--- src/rtl/multicycle_controller.sv ---
// Multi-cycle RV32I control unit.
// Takes one instruction at a time over a valid/ready handshake and latches it
// in ir. It then steps through DECODE, EXEC, MEM and WB, and drives the datapath
// selects and the strobes. Every output depends on state and ir only. The one
// exception is pc_sel during a branch EXEC, which follows branch_taken.
module multicycle_controller #(
  parameter int ALUOP_W     = 4,
  parameter int MEM_TIMEOUT = 15,
  parameter bit EN_UNSIGNED = 1'b1
) (
  input  logic               clock,
  input  logic               reset,
  input  logic               instr_valid,
  input  logic [31:0]        instr,
  output logic               instr_ready,
  input  logic               branch_taken,
  input  logic               mem_ack,
  output logic [ALUOP_W-1:0] alu_op,
  output logic [1:0]         alu_src,
  output logic [1:0]         pc_sel,
  output logic               pc_en,
  output logic [2:0]         wb_sel,
  output logic               reg_wr,
  output logic               mem_rd,
  output logic               mem_wr,
  output logic               trap,
  output logic [1:0]         trap_cause
);

  localparam logic [2:0] S_IDLE   = 3'd0;
  localparam logic [2:0] S_DECODE = 3'd1;
  localparam logic [2:0] S_EXEC   = 3'd2;
  localparam logic [2:0] S_MEM    = 3'd3;
  localparam logic [2:0] S_WB     = 3'd4;
  localparam logic [2:0] S_TRAP   = 3'd5;

  localparam logic [3:0] C_ALU   = 4'd0;
  localparam logic [3:0] C_LW    = 4'd1;
  localparam logic [3:0] C_SW    = 4'd2;
  localparam logic [3:0] C_BR    = 4'd3;
  localparam logic [3:0] C_JAL   = 4'd4;
  localparam logic [3:0] C_JALR  = 4'd5;
  localparam logic [3:0] C_LUI   = 4'd6;
  localparam logic [3:0] C_AUIPC = 4'd7;
  localparam logic [3:0] C_BAD   = 4'd8;

  localparam logic [6:0] F7_BASE = 7'b0000000;
  localparam logic [6:0] F7_ALT  = 7'b0100000;

  localparam logic [7:0] TIMEOUT_LAST = 8'(MEM_TIMEOUT - 1);

  logic [2:0]  state, next_state;
  logic [31:0] ir;
  logic [7:0]  mem_cnt;
  logic        sw_done;
  logic [3:0]  cls;
  logic [3:0]  dec_op;
  logic [1:0]  dec_src;
  logic        legal;
  logic [6:0]  opcode, funct7;
  logic [2:0]  funct3;

  assign opcode = ir[6:0];
  assign funct3 = ir[14:12];
  assign funct7 = ir[31:25];

  // The register operand fields belong to the datapath; this unit never reads them.
  logic unused_fields;
  assign unused_fields = ^ir[24:15];

  // Classify ir: instruction class, legality, ALU operation and operand source.
  always_comb begin
    // NOTE: every always_comb output gets a default first so no path infers a latch.
    cls     = C_BAD;
    dec_op  = 4'd0;
    dec_src = 2'd0;
    legal   = 1'b0;
    case (opcode)
      7'b0110011: begin
        cls = C_ALU;
        case ({funct7, funct3})
          {F7_BASE, 3'b000}: begin legal = 1'b1; dec_op = 4'd0;  end
          {F7_ALT,  3'b000}: begin legal = 1'b1; dec_op = 4'd1;  end
          {F7_BASE, 3'b001}: begin legal = 1'b1; dec_op = 4'd2;  end
          {F7_BASE, 3'b010}: begin legal = 1'b1; dec_op = 4'd10; end
          {F7_BASE, 3'b011}: begin legal = EN_UNSIGNED; dec_op = 4'd12; end
          {F7_BASE, 3'b100}: begin legal = 1'b1; dec_op = 4'd7;  end
          {F7_BASE, 3'b101}: begin legal = 1'b1; dec_op = 4'd3;  end
          {F7_ALT,  3'b101}: begin legal = 1'b1; dec_op = 4'd4;  end
          {F7_BASE, 3'b110}: begin legal = 1'b1; dec_op = 4'd6;  end
          {F7_BASE, 3'b111}: begin legal = 1'b1; dec_op = 4'd5;  end
          default:           legal = 1'b0;
        endcase
      end
      7'b0010011: begin
        cls     = C_ALU;
        dec_src = 2'd1;
        case (funct3)
          3'b000: begin legal = 1'b1; dec_op = 4'd0;  end
          3'b001: begin legal = (funct7 == F7_BASE); dec_op = 4'd2; end
          3'b010: begin legal = 1'b1; dec_op = 4'd10; end
          3'b011: begin legal = EN_UNSIGNED; dec_op = 4'd12; end
          3'b100: begin legal = 1'b1; dec_op = 4'd7;  end
          3'b101: begin
            legal  = (funct7 == F7_BASE) || (funct7 == F7_ALT);
            dec_op = (funct7 == F7_ALT) ? 4'd4 : 4'd3;
          end
          3'b110: begin legal = 1'b1; dec_op = 4'd6;  end
          default: begin legal = 1'b1; dec_op = 4'd5; end
        endcase
      end
      7'b0000011: begin cls = C_LW; dec_src = 2'd1; legal = (funct3 == 3'b010); end
      7'b0100011: begin cls = C_SW; dec_src = 2'd2; legal = (funct3 == 3'b010); end
      7'b1100011: begin
        cls = C_BR;
        case (funct3)
          3'b000:  begin legal = 1'b1; dec_op = 4'd8;  end
          3'b001:  begin legal = 1'b1; dec_op = 4'd11; end
          3'b100:  begin legal = 1'b1; dec_op = 4'd10; end
          3'b101:  begin legal = 1'b1; dec_op = 4'd9;  end
          3'b110:  begin legal = EN_UNSIGNED; dec_op = 4'd12; end
          3'b111:  begin legal = EN_UNSIGNED; dec_op = 4'd13; end
          default: legal = 1'b0;
        endcase
      end
      7'b1101111: begin cls = C_JAL; legal = 1'b1; end
      7'b1100111: begin cls = C_JALR; dec_src = 2'd1; legal = (funct3 == 3'b000); end
      7'b0110111: begin cls = C_LUI; legal = 1'b1; end
      7'b0010111: begin cls = C_AUIPC; legal = 1'b1; end
      default:    cls = C_BAD;
    endcase
  end

  // Next-state sequencing, including the memory-ack wait and its timeout.
  always_comb begin
    next_state = state;
    case (state)
      S_IDLE:   if (instr_valid) next_state = S_DECODE;
      S_DECODE: next_state = legal ? S_EXEC : S_TRAP;
      S_EXEC: begin
        if (cls == C_LW || cls == C_SW) next_state = S_MEM;
        else if (cls == C_BR)           next_state = S_IDLE;
        else                            next_state = S_WB;
      end
      S_MEM: begin
        if (mem_ack)                      next_state = (cls == C_LW) ? S_WB : S_IDLE;
        else if (mem_cnt == TIMEOUT_LAST) next_state = S_TRAP;
      end
      default:  next_state = S_IDLE;
    endcase
  end

  // State, instruction register, MEM cycle counter and the store-completion strobe.
  always_ff @(posedge clock or posedge reset) begin
    if (reset) begin
      state   <= S_IDLE;
      ir      <= 32'd0;
      mem_cnt <= 8'd0;
      sw_done <= 1'b0;
    end else begin
      // NOTE: sequential state uses non-blocking assignments so every register samples pre-edge values.
      state <= next_state;
      if (state == S_IDLE && instr_valid) ir <= instr;
      mem_cnt <= (state == S_MEM && next_state == S_MEM) ? mem_cnt + 8'd1 : 8'd0;
      // The PC update for a completed store is registered. This keeps mem_ack off every output path.
      sw_done <= (state == S_MEM) && mem_ack && (cls == C_SW);
    end
  end

  // Output decode from state and ir. Anything not in use is driven 0.
  always_comb begin
    instr_ready = (state == S_IDLE);
    alu_op      = '0;
    alu_src     = 2'd0;
    pc_sel      = 2'd0;
    pc_en       = sw_done;
    wb_sel      = 3'd0;
    reg_wr      = 1'b0;
    mem_rd      = 1'b0;
    mem_wr      = 1'b0;
    trap        = 1'b0;
    trap_cause  = 2'd0;
    case (state)
      S_EXEC: begin
        alu_op  = ALUOP_W'(dec_op);
        alu_src = dec_src;
        if (cls == C_BR) begin
          pc_en  = 1'b1;
          pc_sel = branch_taken ? 2'd2 : 2'd0;
        end
      end
      S_MEM: begin
        alu_op  = ALUOP_W'(dec_op);
        alu_src = dec_src;
        mem_rd  = (cls == C_LW);
        mem_wr  = (cls == C_SW);
      end
      S_WB: begin
        alu_op  = ALUOP_W'(dec_op);
        alu_src = dec_src;
        reg_wr  = (ir[11:7] != 5'd0);
        pc_en   = 1'b1;
        case (cls)
          C_JAL:   pc_sel = 2'd1;
          C_JALR:  pc_sel = 2'd3;
          default: pc_sel = 2'd0;
        endcase
        case (cls)
          C_LUI:   wb_sel = 3'd1;
          C_AUIPC: wb_sel = 3'd2;
          C_ALU:   wb_sel = 3'd3;
          C_LW:    wb_sel = 3'd4;
          default: wb_sel = 3'd0;
        endcase
      end
      S_TRAP: begin
        trap = 1'b1;
        // A legal instruction can only get here by timing out in MEM.
        trap_cause = legal ? 2'd2 : 2'd1;
      end
      default: ;
    endcase
  end

endmodule
--- config.mk ---
export PLATFORM = sky130hd
export DESIGN_NAME = multicycle_controller
export DESIGN_NICKNAME = d
export VERILOG_FILES = /design/src/rtl/multicycle_controller.sv
export SDC_FILE = /design/constraint.sdc
export NUM_CORES = 1
export LEC_CHECK = 0
export ABC_AREA = 1
export ABC_CLOCK_PERIOD_IN_PS = 3000
export CORE_MARGIN = 2
export CORE_UTILIZATION = 52
export CTS_CLUSTER_SIZE = 30
export DETAILED_ROUTE_END_ITERATION = 12
export HOLD_SLACK_MARGIN = 0.03
export PLACE_DENSITY = 0.84
export SLEW_MARGIN = 20
export SYNTH_ARGS = -nofsm -noshare
export SYNTH_HDL_FRONTEND = slang
export SYNTH_SLANG_ARGS = --single-unit
export TNS_END_PERCENT = 30
--- constraint.sdc ---
create_clock -name clock -period 3 [get_ports clock]
set_input_delay 0.6 -clock clock [delete_from_list [all_inputs] [get_ports clock]]
set_output_delay 0.6 -clock clock [all_outputs]
set_load 0.03 [all_outputs]
; Word level (Yosys, flattened, before mapping)
; Index checks and enable logic that the tools add are counted.
[word_totals]
register_bits = 44
[op_classes]
addsub = 1
n_eq_ne = 40
muxes = 36
n_reduce_logical = 19
[op_table]
columns = op, n
row1 = "10-bit by 3-bit equality test with 1-bit output, second input constant", 4
row2 = 4-bit case mux with 9 select lines, 1
row3 = 4-bit case mux with 8 select lines, 1
row4 = "7-bit by 6-bit equality test with 1-bit output, second input constant", 4
row5 = 4-bit case mux with 7 select lines, 1
row6 = 3-bit 2-to-1 mux, 9
row7 = 3-bit case mux with 4 select lines, 2
row8 = 4-bit case mux with 6 select lines, 1
row9 = "7-bit equality test, second input constant", 3
row10 = "10-bit by 2-bit equality test with 1-bit output, second input constant", 2
row11 = "10-bit by 9-bit equality test with 1-bit output, second input constant", 2
row12 = "3-bit equality test, second input constant", 6
row13 = "4-bit by 3-bit equality test with 1-bit output, second input constant", 4
row14 = "3-bit by 2-bit equality test with 1-bit output, second input constant", 5
row15 = "7-bit by 5-bit equality test with 1-bit output, second input constant", 2
row16 = 2-bit case mux with 2 select lines, 3
row17 = 4-bit case mux with 3 select lines, 1
row18 = "10-bit by 1-bit equality test with 1-bit output, second input constant", 1
row19 = 10-bit zero test, 1
row20 = 2-bit 2-to-1 mux, 5
row21 = 10-bit OR reduction, 1
row22 = 3-bit OR reduction, 3
row23 = "8-bit by 1-bit adder with 8-bit output, second input constant", 1
row24 = "4-bit by 2-bit equality test with 1-bit output, second input constant", 2
row25 = other kinds (17), 31

; Longest topological paths before layout
; Gate-level depths: netlist (run 1).
[depth]
word_depth = 10
depth_mapped = 12

; Worst setup path after synthesis (run 1)
; OpenSTA, ideal clock, no wires.
[synth_timing]
path_kind = reg-to-output
start = register state[1]
end = output port trap_cause[1]
arrival_time_ps = 1730
required_time_ps = 2400
slack_ps = 670
stages_incl_launch_ff = 5
n_path_buf = 0
cell_sequence = dfrtp_1 > or2_2 > nor2_1 > inv_1 > a21oi_1
[synth_between]
elab_chain_cells = 2
[synth_lines]
columns = element, line_no
row1 = start: declaration, 52  ; logic [2:0] state, next_state;
row2 = start signal: assignment, 162  ; state <= next_state;
row3 = 3-bit equality test, 183  ; case (state)
row4 = 2-bit 2-to-1 mux, 183
row5 = end: declaration, 27  ; output logic [1:0] trap_cause
; Every way passes these cells.

; Worst setup path in the final report (run 1)
[layout_timing]
start = register ir[27]
end = output port alu_op[2]
[layout_between]
elab_chain_cells = 5
elab_cells_between_ends = 15
classes_between = eq/ne (10) / mux (5)
[layout_lines]
columns = element, line_no
row1 = start: declaration, 53  ; logic [31:0] ir;
row2 = start signal: assignment, 163  ; if (state == S_IDLE && instr_valid) ir <= instr;
row3 = 7-bit by 6-bit equality test with 1-bit output, 106  ; dec_op = (funct7 == F7_ALT) ? 4'd4 : 4'd3;
row4 = 3-bit 2-to-1 mux, 106
row5 = 4-bit case mux with 7 select lines, 98  ; case (funct3)
row6 = 4-bit case mux with 3 select lines (*), 78  ; case (opcode)
row7 = 4-bit 2-to-1 mux (*), 183
row8 = end: declaration, 18  ; output logic [ALUOP_W-1:0] alu_op,
; Mark *: on every way between the ends. The rest lies on a longest branch, timed or not.

==> results_dict.tcl, run 1 <==
set metrics [dict create \
    status "completed" \
    synth-seq-cells 34 \
    hpwl_mm 3.72 \
    coreArea_um2 3970 \
    drc 0 \
    grt-ovfl-total 0 \
    endpoint_kind "output pin" \
    final_nets 399 \
    fin_crit_sh_pct 94.4 \
    wl_met1_mm 2.29 \
    cts-root-buf "clkbuf_8" \
    cts_setup_buffers 0 \
    power_leakage_nw 1.41 \
    synth_top_family_by_area "simple AND/OR/NAND/NOR gates" \
    crit_type "reg -> out" \
    fp.dieH_um 68.0 \
    numCtsBuffers 5 \
    place_area_um2 2620 \
    synth_cell_type_count 31 \
    syn_area_per_cell_um2 6.86 \
    fin_area_um2 2750 \
    top_layer "met4" \
    synth_mux_area_share_pct 0 \
    place_congestion 0.915 \
    antenna_found_initial 0 \
    cts.sinks 34 \
    register_area_um2 851 \
    start_util_pct 53.6 \
    port_buffers 45 \
    min-delay-path-class "reg -> reg" \
    drtPass1Iterations 4 \
    track_usage_pct 24.3 \
    synthSimpleGateAreaFrac_pct 38.8 \
    wl_met2_mm 2.28 \
    wl_met3_um 215 \
    ir_worst_vdd_v 0.000429 \
    clk_latency_ns 0.29 \
    drtAntennaViolNets 0 \
    finalCriticalPeriod_ns 2.83 \
    yosysSeqAreaShare_pct 40.0 \
    drt-initial-drc-count 117 \
    final_common_cell "nand2_1" \
    ctsHtreeMaxLevel 2 \
    syn_nets 349 \
    post_drt_wl_per_cell_um 11.7 \
    num_vias 2018 \
    fin_util_pct 69.2 \
    power-per-cell-area_nw_per_um2 730 \
    max_freq_mhz 353 \
    clk_pin_slew_ns 0.06 \
    crit_required_ns 2.40 \
    fin_tns_setup_ns 0 \
    synth-compound-area-share_pct 8.71 \
    finClkSkew_ns 0.00714 \
    grt_pass1_wl_mm 8.47 \
    layout_common_cells "86 x nand2_1, 44 x nor2_1, 39 x clkdlybuf4s50_1, 35 x inv_1, 34 x dfrtp_1" \
    yosys.area_share.adder_pct 1.18 \
    rsz0062_at_grt "false" \
    num_io_pins 56 \
    grt_max_degree 38 \
    rows 23 \
    multi_input_area_um2 1060 \
    synth_xor_area_share_pct 1.24 \
    maxCapViolCount 0 \
    synth_area_um2 2130 \
    via_per_inst 4.91 \
    worst_pin_slew_ns 0.553 \
    crit_fanout 5 \
    diodes 0 \
    syn2layout_area_growth_pct 29.2 \
    drive_gt1_share_pct 13.0 \
    cts_tree "yes" \
    die_w_um 68.0 \
    start_kind "flop" \
    drv_slew 0 \
    fillers 354 \
    finalHoldViolCount 0 \
    cp.arrival_ns 2.23 \
    ys_warn_count 0 \
    drt_wl_total_mm 4.82 \
    cts_buffer_depth 2 \
    setup-violations-final 0 \
    syn-instance-count 310 \
    grt_pass1_vias 1942 \
    slew-limit-headroom_pct 62.9 \
    dieArea_um2 4620 \
]
worst max-delay path, cell delays in order (launching register included):
cell and delay [ns]:
dfrtp_1 0.38, nor2_2 0.14, nand2_1 0.15, inv_1 0.12, nand2_1 0.09, o21ai_0 0.17
nand2_1 0.07, a21oi_1 0.13, clkdlybuf4s50_1 0.68
cells by family after synthesis:
logic type | after synthesis
adder cells (fa/ha/maj) | 2
AO/OA/AOI/OAI | 36
buffers and inverters | 53
XOR/XNOR | 3
flip-flops | 34
AND/OR/NAND/NOR | 182
Yosys cell counts:
cell      instances  share of area (%)
or2_2             1               0.29
o21ai_1           3               0.71
nand2_2           6                1.8
nand2_1          86                 15
nand4_1           2               0.59
inv_1            35                6.2
nor3b_2           2                1.2
nor3_1            8                1.9
o211ai_1          1               0.35
a31oi_1           1               0.29
nand3_1          14                3.3
nor2_2            8                2.4
ha_1              2                1.2
or2_0             1               0.29
a21oi_1           9                2.1
buf_6             1               0.53
buf_4             2               0.71
nand3b_1          1               0.35
buf_2             1               0.24
or4_1             1               0.35
nor4_1            1               0.29
xnor2_1           1               0.41
dfrtp_1          34                 40
o22ai_1           1               0.29
xor2_1            2               0.82
nor2_4            1               0.53
inv_2            14                2.5
nor3_2            5                2.4
o21ai_0          21                4.9
and3_1            1               0.29
nor2_1           44                7.8
path summary, 6_finish.rpt:
check | from | to | slack (ns) | depth (start not counted)
setup / recovery | ir[27] | alu_op[2] | 0.17 | 8
hold / removal | ir[10] | ir[10] | 0.48 | 2
setup reg to reg | ir[27] | state[0] | 1.42 | 10
hold reg to reg | ir[10] | ir[10] | 0.48 | 2
max in group asynchronous | reset | ir[10] | 1.99 | 3
min in group asynchronous | reset | ir[25] | 0.70 | 3
routing by layer:
layer | track usage, % | vias up
li1 | - | 1069
met1 | 31.9 | 906
met2 | 39.9 | 41
met3 | 5.43 | 2
met4 | 8.00 | 0
met5 | 0 | -
where the power goes:
part	total, W	internal (W)	switching (W)
clock	0.000394	0.000232	0.000163
combinational	0.000856	0.000295	0.000561
sequential	0.000756	0.000617	0.000139
total	0.00201	0.00114	0.000863
layout make-up:
| cell class | instances | area share (%) |
|---|---|---|
| Timing Repair Buffer | 47 | 17.5 |
| Sequential cell | 34 | 31.0 |
| Inverter | 49 | 6.69 |
| Clock buffer | 8 | 4.01 |
| Tap cell | 50 | 2.28 |
| Multi-Input combinational cell | 223 | 38.6 |
sequential cells by signal, summed over array words and instances (netlist names):
signal / count
state: 3
mem_cnt: 8
ir: 22
sw_done: 1
per-stage QoR:
| step | worst slack [ns] | power [W] | cells | hold slack [ns] |
|---|---|---|---|---|
| after floorplan | 0.670 | 0.00138 | 310 | 0.440 |
| after global placement | 0.392 | 0.00158 | 403 | 0.458 |
| after detailed placement | 0.362 | 0.00162 | 403 | 0.465 |
| final | 0.169 | 0.00201 | 411 | 0.479 |
| after global routing | 0.00937 | 0.00219 | 411 | 0.509 |
| after CTS | 0.0441 | 0.00202 | 411 | 0.481 |
what timing repair did:
| action | 4_1_cts | 5_1_grt |
|---|---|---|
| endpoints found under the setup margin | 0 | 6 |
| resized for setup | 0 | 6 |
| hold endpoints to repair | 0 | 0 |
| hold buffers | 0 | 0 |
Power figures use the tool's default switching activity.
==> run 2, diff against run 1 <==
CAP_MARGIN = 10   (was unset)
CORE_MARGIN = 5   (was 2)
==> results_dict.tcl, run 2 (synthesized netlist as in run 1, its figures left out) <==
set metrics [dict create \
    status "completed" \
    start_kind "flop" \
    track_usage_pct 19.4 \
    drt-initial-drc-count 176 \
    place_congestion 0.843 \
    antenna_found_initial 0 \
    clockPowerShare_pct 17.6 \
    maxCapViolCount 0 \
    crit_type "reg -> out" \
    switching_power_w 0.000860 \
    hp-start "ir[10]" \
    slew-limit-headroom_pct 63.2 \
    fp.dieH_um 74.0 \
    cp.arrival_ns 2.22 \
    cts_hold_buf 0 \
    largest_register_ffs 22 \
    grt_max_degree 38 \
    fin_cells 411 \
    port_buffers 45 \
    fin_crit_sh_pct 94.1 \
    ctsHtreeMaxLevel 2 \
    drtPass1Iterations 4 \
    grt_pass1_wl_mm 8.31 \
    crit_fanout 4 \
    post_drt_wl_per_cell_um 12.0 \
    drt_wl_total_mm 4.94 \
    crit_required_ns 2.40 \
    top_register "ir" \
    ir_worst_vdd_v 0.000474 \
    power_leakage_nw 1.40 \
    r2r_start "state[1]" \
    setup-violations-final 0 \
    finalCriticalPeriod_ns 2.82 \
    final_common_cell "nand2_1" \
    power_frac_seq_pct 38.8 \
    multi_input_area_um2 1060 \
    top_regs "ir: 22 flops, mem_cnt: 8 flops, state: 3 flops" \
    min-delay-path-class "reg -> reg" \
    syn2layout_area_growth_pct 28.4 \
    register_area_um2 851 \
    share_comb_of_total_power_pct 43.6 \
    finClkSkew_ns 0.00554 \
    drv_slew 0 \
    die_w_um 74.0 \
    worst_pin_slew_ns 0.548 \
    switching_share_pct 44.0 \
    grt_pass1_vias 1949 \
    placed_cells 403 \
    drive_gt1_share_pct 12.7 \
    cts-root-buf "clkbuf_8" \
    fin_tns_setup_ns 0 \
    p_int_w 0.00110 \
    drtAntennaViolNets 0 \
    rows 23 \
    finalHoldViolCount 0 \
    num_io_pins 56 \
    endpoint_kind "output pin" \
    power-per-cell-area_nw_per_um2 717 \
    fin_util_pct 68.7 \
    num_vias 2062 \
    dpl_worst_slack_ns 0.357 \
    final_nets 399 \
    max_freq_mhz 354 \
    clk_latency_ns 0.28 \
    numCtsBuffers 5 \
    rsz0062_at_grt "false" \
    fillers 358 \
    layout_common_cells "86 x nand2_1, 44 x nor2_1, 39 x clkdlybuf4s50_1, 35 x inv_1, 34 x dfrtp_1" \
    drc 0 \
    via_per_inst 5.02 \
    setup_ws_ns 0.177 \
    critical_path.startpoint "ir[4]" \
    grt-ovfl-total 0 \
    start_util_pct 53.6 \
    dieArea_um2 5470 \
    hpwl_mm 3.84 \
    holdWs_ns 0.474 \
    cts.sinks 34 \
    cts_tree "yes" \
    clk_pin_slew_ns 0.06 \
    cts_buffer_depth 2 \
    coreArea_um2 3970 \
    diodes 0 \
]
run 2: worst max-delay path: stages, from the launching register on:
cell and delay [ns]:
dfrtp_1 0.37, inv_1 0.12, nand2_1 0.08, nor2_2 0.18, nand2_2 0.11, nor2_1 0.13, inv_1 0.08, a31oi_1 0.17
clkdlybuf4s50_1 0.69
run 2: power groups by stage:
stage | Combinational [W] | Clock [W] | Sequential, W
2_1_floorplan | 0.000656 | 0 | 0.000726
3_3_place_gp | 0.000828 | 0 | 0.000756
3_5_place_dp | 0.000851 | 0 | 0.000764
4_1_cts | 0.000856 | 0.000356 | 0.000756
5_1_grt | 0.000970 | 0.000377 | 0.000782
6_report | 0.000853 | 0.000345 | 0.000758
run 2: what timing repair did:
action,in CTS,in global routing
setup endpoints to repair,0,6
hold endpoints to repair,0,0
buffers inserted,0,0
gates resized for setup,0,6
run 2: through the flow:
step	cell area [um2]	total power, W
floorplan	2130	0.00138
global placement	2620	0.00158
detailed placement	2620	0.00162
CTS	2720	0.00197
global route	2730	0.00213
finish	2730	0.00196
run 2: final timing paths:
check / to / slack, ns / cells after the start
min reg2reg: ir[10] / 0.47 / 2
max: alu_op[3] / 0.18 / 8
max reg2reg: ir[5] / 1.42 / 6
max in group asynchronous: ir[1] / 1.99 / 3
min in group asynchronous: ir[26] / 0.71 / 3
min: ir[10] / 0.47 / 2
run 2: final cells by class:
type                            count  share of cell area (%)
Sequential cell                    34                    31.2
Multi-Input combinational cell    223                    38.9
Inverter                           49                    6.74
Tap cell                           50                    2.29
Clock inverter                      1                   0.183
Clock buffer                        7                    3.16
Timing Repair Buffer               47                    17.6
run 2: metal layers:
| layer | part of all wire [%] | GRT usage (%) | up-vias |
|---|---|---|---|
| li1 | - | - | 1075 |
| met1 | 45 | 25.3 | 935 |
| met2 | 48 | 32.7 | 46 |
| met3 | 5.4 | 3.92 | 6 |
| met4 | 1.0 | 5.43 | 0 |
| met5 | 0 | 0 | - |
